$ cat src/rtl/masked_and_dom_pipe_if.sv
// Share-domain handshake bundle for the DOM masked AND gadget.
// master = upstream/downstream driver side, slave = the gadget itself.
interface masked_and_dom_pipe_if #(
  parameter int unsigned D = 2
);
  localparam int unsigned RAND_W = D * (D - 1) / 2;

  logic              in_valid;
  logic              in_ready;
  logic [0:D-1]      ina;
  logic [0:D-1]      inb;
  logic [0:RAND_W-1] rin;
  logic [0:D-1]      out;
  logic              out_valid;
  logic              out_ready;

  modport master (
    output in_valid, ina, inb, rin, out_ready,
    input  in_ready, out, out_valid
  );

  modport slave (
    input  in_valid, ina, inb, rin, out_ready,
    output in_ready, out, out_valid
  );
endinterface

$ cat src/rtl/masked_and_dom_pipe.sv
// D-share DOM-indep masked AND, 2-cycle pipeline with valid/ready backpressure.
// Every cross term is registered on its own before any cross-domain XOR.
(* keep_hierarchy = "yes" *)
module masked_and_dom_pipe #(
  parameter int unsigned D = 2
) (
  input  logic                  clk,
  input  logic                  rst_n,
  input  logic                  and_enable,
  masked_and_dom_pipe_if.slave  bus,
  output logic                  busy
);
  localparam int unsigned RAND_W = D * (D - 1) / 2;
  localparam int unsigned NCROSS = D * (D - 1);

  // Randomness bit shared by the pair (i,j), i<j.
  function automatic int unsigned rand_idx(input int unsigned i, input int unsigned j);
    return i * D - (i * (i + 1)) / 2 + (j - i - 1);
  endfunction

  // Flat slot of cross term z_ij, i!=j (diagonal skipped).
  function automatic int unsigned cross_idx(input int unsigned i, input int unsigned j);
    return i * (D - 1) + ((j < i) ? j : (j - 1));
  endfunction

  logic s1_valid, s2_valid;
  logic s1_adv, s2_adv, accept;

  (* dont_touch = "true" *) logic [0:D-1]      p_q;
  (* dont_touch = "true" *) logic [0:NCROSS-1] z_q;
  (* dont_touch = "true" *) logic [0:D-1]      out_q;

  logic [0:D-1]      p_d;
  logic [0:NCROSS-1] z_d;
  logic [0:D-1]      out_d;

  assign s2_adv       = bus.out_ready | ~s2_valid;
  assign s1_adv       = s2_adv | ~s1_valid;
  assign bus.in_ready = rst_n & and_enable & s1_adv;
  assign accept       = bus.in_valid & bus.in_ready;
  assign busy         = s1_valid | s2_valid;
  assign bus.out      = out_q;
  assign bus.out_valid = s2_valid;

  always_comb begin
    p_d = '0;
    z_d = '0;
    for (int unsigned i = 0; i < D; i++) begin
      p_d[i] = bus.ina[i] & bus.inb[i];
      for (int unsigned j = 0; j < D; j++) begin
        if (j != i) begin
          z_d[cross_idx(i, j)] = (bus.ina[i] & bus.inb[j]) ^
                                 bus.rin[rand_idx((i < j) ? i : j, (i < j) ? j : i)];
        end
      end
    end
  end

  always_comb begin
    out_d = '0;
    for (int unsigned i = 0; i < D; i++) begin
      out_d[i] = p_q[i];
      for (int unsigned j = 0; j < D; j++) begin
        if (j != i) begin
          out_d[i] = out_d[i] ^ z_q[cross_idx(i, j)];
        end
      end
    end
  end

  always_ff @(posedge clk or negedge rst_n) begin
    if (!rst_n) begin
      s1_valid <= 1'b0;
      s2_valid <= 1'b0;
      p_q      <= '0;
      z_q      <= '0;
      out_q    <= '0;
    end else if (!and_enable) begin
      s1_valid <= 1'b0;
      s2_valid <= 1'b0;
      p_q      <= '0;
      z_q      <= '0;
      out_q    <= '0;
    end else begin
      // Share registers load only on real transfers so idle inputs never leak in.
      if (s1_adv) begin
        s1_valid <= accept;
        if (accept) begin
          p_q <= p_d;
          z_q <= z_d;
        end
      end
      if (s2_adv) begin
        s2_valid <= s1_valid;
        if (s1_valid) begin
          out_q <= out_d;
        end
      end
    end
  end
endmodule

$ cat src/flat_wrapper.sv
// flat-port wrapper written by rule: the top's interface ports become plain ports
module masked_and_dom_pipe_flat 
#(
  parameter int unsigned D = 2
)
  (clk, rst_n, and_enable, busy, bus_in_valid, bus_ina, bus_inb, bus_rin, bus_out_ready, bus_in_ready, bus_out, bus_out_valid);
  masked_and_dom_pipe_if #(.D(D)) bus_i ();
  input  logic clk;
  input  logic rst_n;
  input  logic and_enable;
  output logic busy;
  input wire logic [$bits(bus_i.in_valid)-1:0] bus_in_valid;
  input wire logic [$bits(bus_i.ina)-1:0] bus_ina;
  input wire logic [$bits(bus_i.inb)-1:0] bus_inb;
  input wire logic [$bits(bus_i.rin)-1:0] bus_rin;
  input wire logic [$bits(bus_i.out_ready)-1:0] bus_out_ready;
  output wire logic [$bits(bus_i.in_ready)-1:0] bus_in_ready;
  output wire logic [$bits(bus_i.out)-1:0] bus_out;
  output wire logic [$bits(bus_i.out_valid)-1:0] bus_out_valid;
  assign bus_i.in_valid = bus_in_valid;
  assign bus_i.ina = bus_ina;
  assign bus_i.inb = bus_inb;
  assign bus_i.rin = bus_rin;
  assign bus_i.out_ready = bus_out_ready;
  assign bus_in_ready = bus_i.in_ready;
  assign bus_out = bus_i.out;
  assign bus_out_valid = bus_i.out_valid;
  masked_and_dom_pipe #(.D(D)) u_core (.clk(clk), .rst_n(rst_n), .and_enable(and_enable), .bus(bus_i), .busy(busy));
endmodule
$ cat config.mk
export PLATFORM = sky130hd
export DESIGN_NAME = masked_and_dom_pipe_flat
export DESIGN_NICKNAME = d
export VERILOG_FILES = /design/src/rtl/masked_and_dom_pipe_if.sv /design/src/rtl/masked_and_dom_pipe.sv /design/src/flat_wrapper.sv
export SDC_FILE = /design/constraint.sdc
export NUM_CORES = 1
export LEC_CHECK = 0
export CAP_MARGIN = 10
export CORE_AREA = 2 2 39 41
export DETAILED_ROUTE_END_ITERATION = 8
export DIE_AREA = 0 0 41 43
export PLACE_DENSITY = 0.67
export SYNTH_ARGS = -nofsm -noshare
export SYNTH_HDL_FRONTEND = slang
export SYNTH_SLANG_ARGS = --single-unit
export TNS_END_PERCENT = 1
$ cat constraint.sdc
create_clock -name clk -period 1.5 [get_ports clk]
set_clock_uncertainty 0.1 [all_clocks]
set_input_delay 0.3 -clock clk [delete_from_list [all_inputs] [get_ports clk]]
set_output_delay 0.3 -clock clk [all_outputs]
set_load 0.01 [all_outputs]
Word-level counts from Yosys, hierarchy flattened:

Index checks and enable logic that the tools add are counted.

* output and inout port bits: 5
* register bits after elaboration: 8
* bits of input ports: 10

* equality and inequality tests: 4
* muxes and demuxes: 13
* reductions and logical operators: 2
* bitwise logic cells: 16

Operators by type and width (number)
* $mux 2: 9
* $ne 2x1->1 const B: 4
* $and 1x1->1: 7
* $mux 1: 4
* $reduce_and 2->1: 2
* $xor 1x1->1: 4
* $or 1x1->1: 3
* $not 1->1: 2

Longest topological paths before layout:

Gate-level depths: netlist (run 1).

* depth after elaboration: 8
* depth in mapped cells: 3

Worst setup path after synthesis (run 1):

No wires, ideal clock.

* kind: register -> output
* start point: reg u_core.s2_valid, in the netlist u_core/bus.out_valid
* end point: out bus_in_ready
* data required time: 1.100 ns
* buffers on the path: 0
* path slack: 0.311 ns
* cell stages (with the launch flop): 3
* data arrival time: 0.789 ns
* cells stage by stage: dfrtp_1 -> nand3b_2 -> and3_2

* word-level cells in the longest chain between the ends: 4

Ends and longest elaborated chain
* start: declaration: line masked_and_dom_pipe.sv:26 `logic s1_valid, s2_valid;`
* start signal: assignment: line masked_and_dom_pipe.sv:94 `s2_valid <= s1_valid;`
* $not 1->1: line masked_and_dom_pipe.sv:37 `assign s2_adv = bus.out_ready | ~s2_valid;`
* $or 1x1->1: line masked_and_dom_pipe.sv:37
* $or 1x1->1: line masked_and_dom_pipe.sv:38 `assign s1_adv = s2_adv | ~s1_valid;`
* $and 1x1->1: line masked_and_dom_pipe.sv:39 `assign bus.in_ready = rst_n & and_enable & s1_adv;`
* end: declaration: line flat_wrapper.sv:17 `output wire logic [$bits(bus_i.in_ready)-1:0] bus_in_ready;`

Every way passes these cells.

Final worst setup path (run 1):

Same ends and word-level chain as after synthesis.

==> results.md, run 1 <==
- TritonCTS created 3 clock buffers.
- After layout, the worst path uses 99.66% of the clock period.
- The initial antenna violation count is 0.
- The maximum number of pins on one net before global-route repair is 13.
- Clock tree synthesis found a total of 8 sinks.
- The clock reaches the later pin of the worst-skew pair after 250 ps.
- For the worst setup path, the data arrival time is 1090 ps.
- Summing internal, switching and leakage power gives 0.4933 mW.
- The number of global-route vias before repair came to 332.
- The commonest cells after synthesis are dfrtp_1 (8), nand2_1 (6), a21oi_1 (3).
- For this run, asynchronously set or reset flops after synthesis account for 100.0%.
- The most used flip-flop cell after synthesis is dfrtp_1.
- For this design the static power due to leakage is 0.3409 nW.
- The first global-routing pass estimated 1.324 mm of wire.
- The number of top-level pins is 15.
- For this run, the detailed router's first-pass iteration total came to 4.
- Dividing the detail-routed via count by the number of cells gives 4.738.
- The launch point of the worst reg-to-reg path is u_core/bus.out_valid$_DFFE_PN0P_.
- The worst-case headroom to the max-slew limit is 84.87%.
- The minimum clock period after layout is 1495 ps.
- At the worst endpoint, the required time is 1100 ps.
- The per-cell routed wire length is 10.65 um.
- The all-layer global routing usage is 11.46%.
- The width of the die is 41 um.
- Setup slack closes at 5.041 ps.
- For this run, the register share of the synthesized area comes to 50.16%.
- The tool flagged a number of max-cap violations equal to 0.
- The depth of the worst register-to-register path is 6.
- The clock edge transition at the registers on the reported setup and hold paths is 50 ps.
- The buffer cell driving the clock tree root is clkbuf_4.
- The run finished with clean final reports.
- Setup repair after global routing could not meet its margin everywhere.
- The slowest stage cell on the critical path is dfrtp_1.
- The ratio of cells with drive above 1 in the final layout is 29.69%.
- The hold buffer count at cts is 0.
- The number of diodes is 0.
- The worst register-to-register path has a setup slack of 130 ps.
- The synthesized area divided by synthesized cell count is 10.50 sq um.
- The startpoint type of the worst setup path is a flip-flop.
- In the routed design, unresolved DRC markers number 0.
- The most frequent cell after synthesis is dfrtp_1.
- The HPWL after detailed placement is 646.1 um.
- The warning count from the yosys run is 0.
- The die span in y is 43 um.
- The class of the most critical setup path is reg -> out.
- The power per unit of standard cell area is 741.1 mW/mm^2.
- The vias after detailed routing is 379.
- The post-route antenna net violation count is 0.
- The cell count after synthesis is 38.
- The max-slew violation count is 0.
- The final weighted congestion of routability-driven global placement is 0.7740.
- Walking the worst path, the cells encountered are buf_6, nand3b_4, and3_4, buf_6.
- The tightest min-delay check is of the in -> async type.
- The worst setup timing slack at the placement stage is -495.8 ps.
- The finished cells cover 665.6 sq um.
- After floorplanning, the core was divided into 14 placement rows.
- The violation count after the first detailed-route iteration is 3.
- Of all cell types, the one taking the most synthesized area is dfrtp_1.
- Counting flops with a built-in enable in the synthesized netlist gives 0.
- For this run, the post-layout net count is 76.
- At the pin with the least slew margin, the transition time is 225.4 ps.
- For this configuration, the core starts out at a cell density of 28.84%.
- Synthesis instantiated 17 different standard cells from the library.
- The TritonCTS clock tree is built.
- STA classifies the critical path endpoint as an output port.
- Summed over its instances, the top area cell type makes up 50.16% of the synthesized netlist area.
- The cell that appears most often on the critical path is buf_6.
- Setup violations remaining at the end of the flow were counted as 0.
- The maximum vdd ir drop is 0.3903 mV.
- The number of synthesized register bits is 8.
- The post-detailed-routing wire length is 852 um.
- The number of nets in the synthesized netlist is 48.
- The overall die area is 0.001763 sq mm.
- The layout overhead on the synthesized area is 66.77%.
- In this run the cell area of the synthesized design comes to 399.1 sq um.
- Counting both buffers and inverters, the worst setup path holds a total of 2.
- The highest attainable clock frequency is 668.9 MHz.
- The total global routing overflow is 0.
- The final count of hold timing violations came to 0.
- Counting along the longest clock path gives a buffer depth of 2.
- On the critical path the largest part of the delay comes from flip-flops.
- Sorting the synthesized cells by area gives the leading types as dfrtp_1 (50%), nand2_1 (5.6%), mux2i_1 (5.0%).
- In this run the number of H-tree levels came out at 1.
- The endpoint identified for the worst register-to-register timing path is u_core/z_q[1]$_DFFE_PN0P_.
- After floorplanning, the core was sized to cover 0.001384 sq mm.
- The placed standard-cell area is 589.3 sq um.
- The biggest fanout along the worst timing path is 3.
- The number of port buffers is 14.
- On the worst path, the slowest cell contributes a delay of 390 ps.
power by group:
group	switching [mW]	internal (mW)	total [mW]
Sequential	0.00721	0.227	0.234
Clock	0.0661	0.0911	0.157
Combinational	0.0413	0.0610	0.102
through the flow:
step / TNS (ps) / utilization [%] / instances / hold WS [ps]
2_1_floorplan: 0 / - / 38 / -95.59
3_3_place_gp: -1054 / 42.59 / 72 / 445.2
3_5_place_dp: -1236 / 42.59 / 72 / 448.0
4_1_cts: -24.03 / 45.39 / 78 / 274.2
5_1_grt: -48.00 / 48.10 / 80 / 300.0
6_report: 0 / 48.10 / 80 / 286.8
sequential cells by signal, summed over array words and instances (netlist names):
register	count
u_core/p_q	2
u_core/z_q	2
u_core/bus.out	2
u_core/s1_valid	1
u_core/bus.out_valid	1
cells by family after synthesis:
group	after synthesis	synth area share [%]
AOI/OAI and AO/OA	10	16.30
DFF	8	50.16
buffers and inverters	2	1.882
and+or+nand+nor	12	17.87
xor gates and xnor gates	4	8.779
muxes	2	5.016
worst reg2reg max path: stages (launching register included):
cell and delay [ps]:
dfrtp_1 360, buf_6 110, nand3b_4 70, buf_4 130
buf_4 140, and3_4 180, a211oi_1 190
layer usage:
| metal | vias up | global-route usage [%] | wire length, um |
|---|---|---|---|
| met1 | 168 | 12.96 | 331 |
| met3 | 0 | 3.665 | 87 |
| met5 | - | 0 | 0 |
| met4 | 0 | 8.000 | 0 |
| li1 | 193 | - | - |
| met2 | 18 | 17.19 | 433 |
worst max-delay path by stage:
| stage | depth (start not counted) | to | start |
|---|---|---|---|
| after floorplan | 2 | bus_in_ready | u_core/bus.out_valid$_DFFE_PN0P_ |
| after global placement | 4 | bus_in_ready | bus_out_ready |
| after detailed placement | 4 | bus_in_ready | bus_out_ready |
| after CTS | 4 | bus_in_ready | u_core/s1_valid$_DFFE_PN0P_ |
| after global routing | 4 | bus_in_ready | u_core/bus.out_valid$_DFFE_PN0P_ |
| final | 4 | bus_in_ready | u_core/bus.out_valid$_DFFE_PN0P_ |
repair_timing:
action	4_1_cts	5_1_grt
resized for setup	13	5
setup buffers	3	2
pin swaps	0	1
endpoints found under the setup margin	5	1
layout by cell type (no fill, tap or decap):
master           instances
a211oi_1                 1
a211oi_2                 1
a21oi_1                  3
a311oi_1                 2
a31oi_1                  2
and3_4                   2
buf_2                    1
buf_4                    7
buf_6                    3
clkbuf_4                 3
clkdlybuf4s50_1          8
dfrtp_1                  8
dlygate4sd2_1            4
inv_1                    2
mux2i_1                  2
nand2_1                  6
nand2b_1                 1
nand3b_4                 1
nand4_1                  1
o21ai_0                  1
or2_2                    1
xnor2_1                  2
xor2_1                   2
final cells by class:
cell class	instances	area [sq um]
Clock buffer	3	22.52
Fill cell	131	718.2
Inverter	2	7.507
Multi-Input combinational cell	28	209.0
Sequential cell	8	200.2
Tap cell	16	20.02
Timing Repair Buffer	23	206.4
No activity file was read; power rests on OpenSTA's default activity.
==> run 2: changes to the inputs <==
--- a/config.mk
+++ b/config.mk
@@ -5,12 +5,12 @@
 export SDC_FILE = /design/constraint.sdc
 export NUM_CORES = 1
 export LEC_CHECK = 0
-export CAP_MARGIN = 10
 export CORE_AREA = 2 2 39 41
 export DETAILED_ROUTE_END_ITERATION = 8
 export DIE_AREA = 0 0 41 43
 export PLACE_DENSITY = 0.67
+export SLEW_MARGIN = 20
 export SYNTH_ARGS = -nofsm -noshare
 export SYNTH_HDL_FRONTEND = slang
 export SYNTH_SLANG_ARGS = --single-unit
-export TNS_END_PERCENT = 1
+export TNS_END_PERCENT = 5
==> results of run 2 <==
Same layout as run 1: the final DEF is identical, and so are final timing and power.
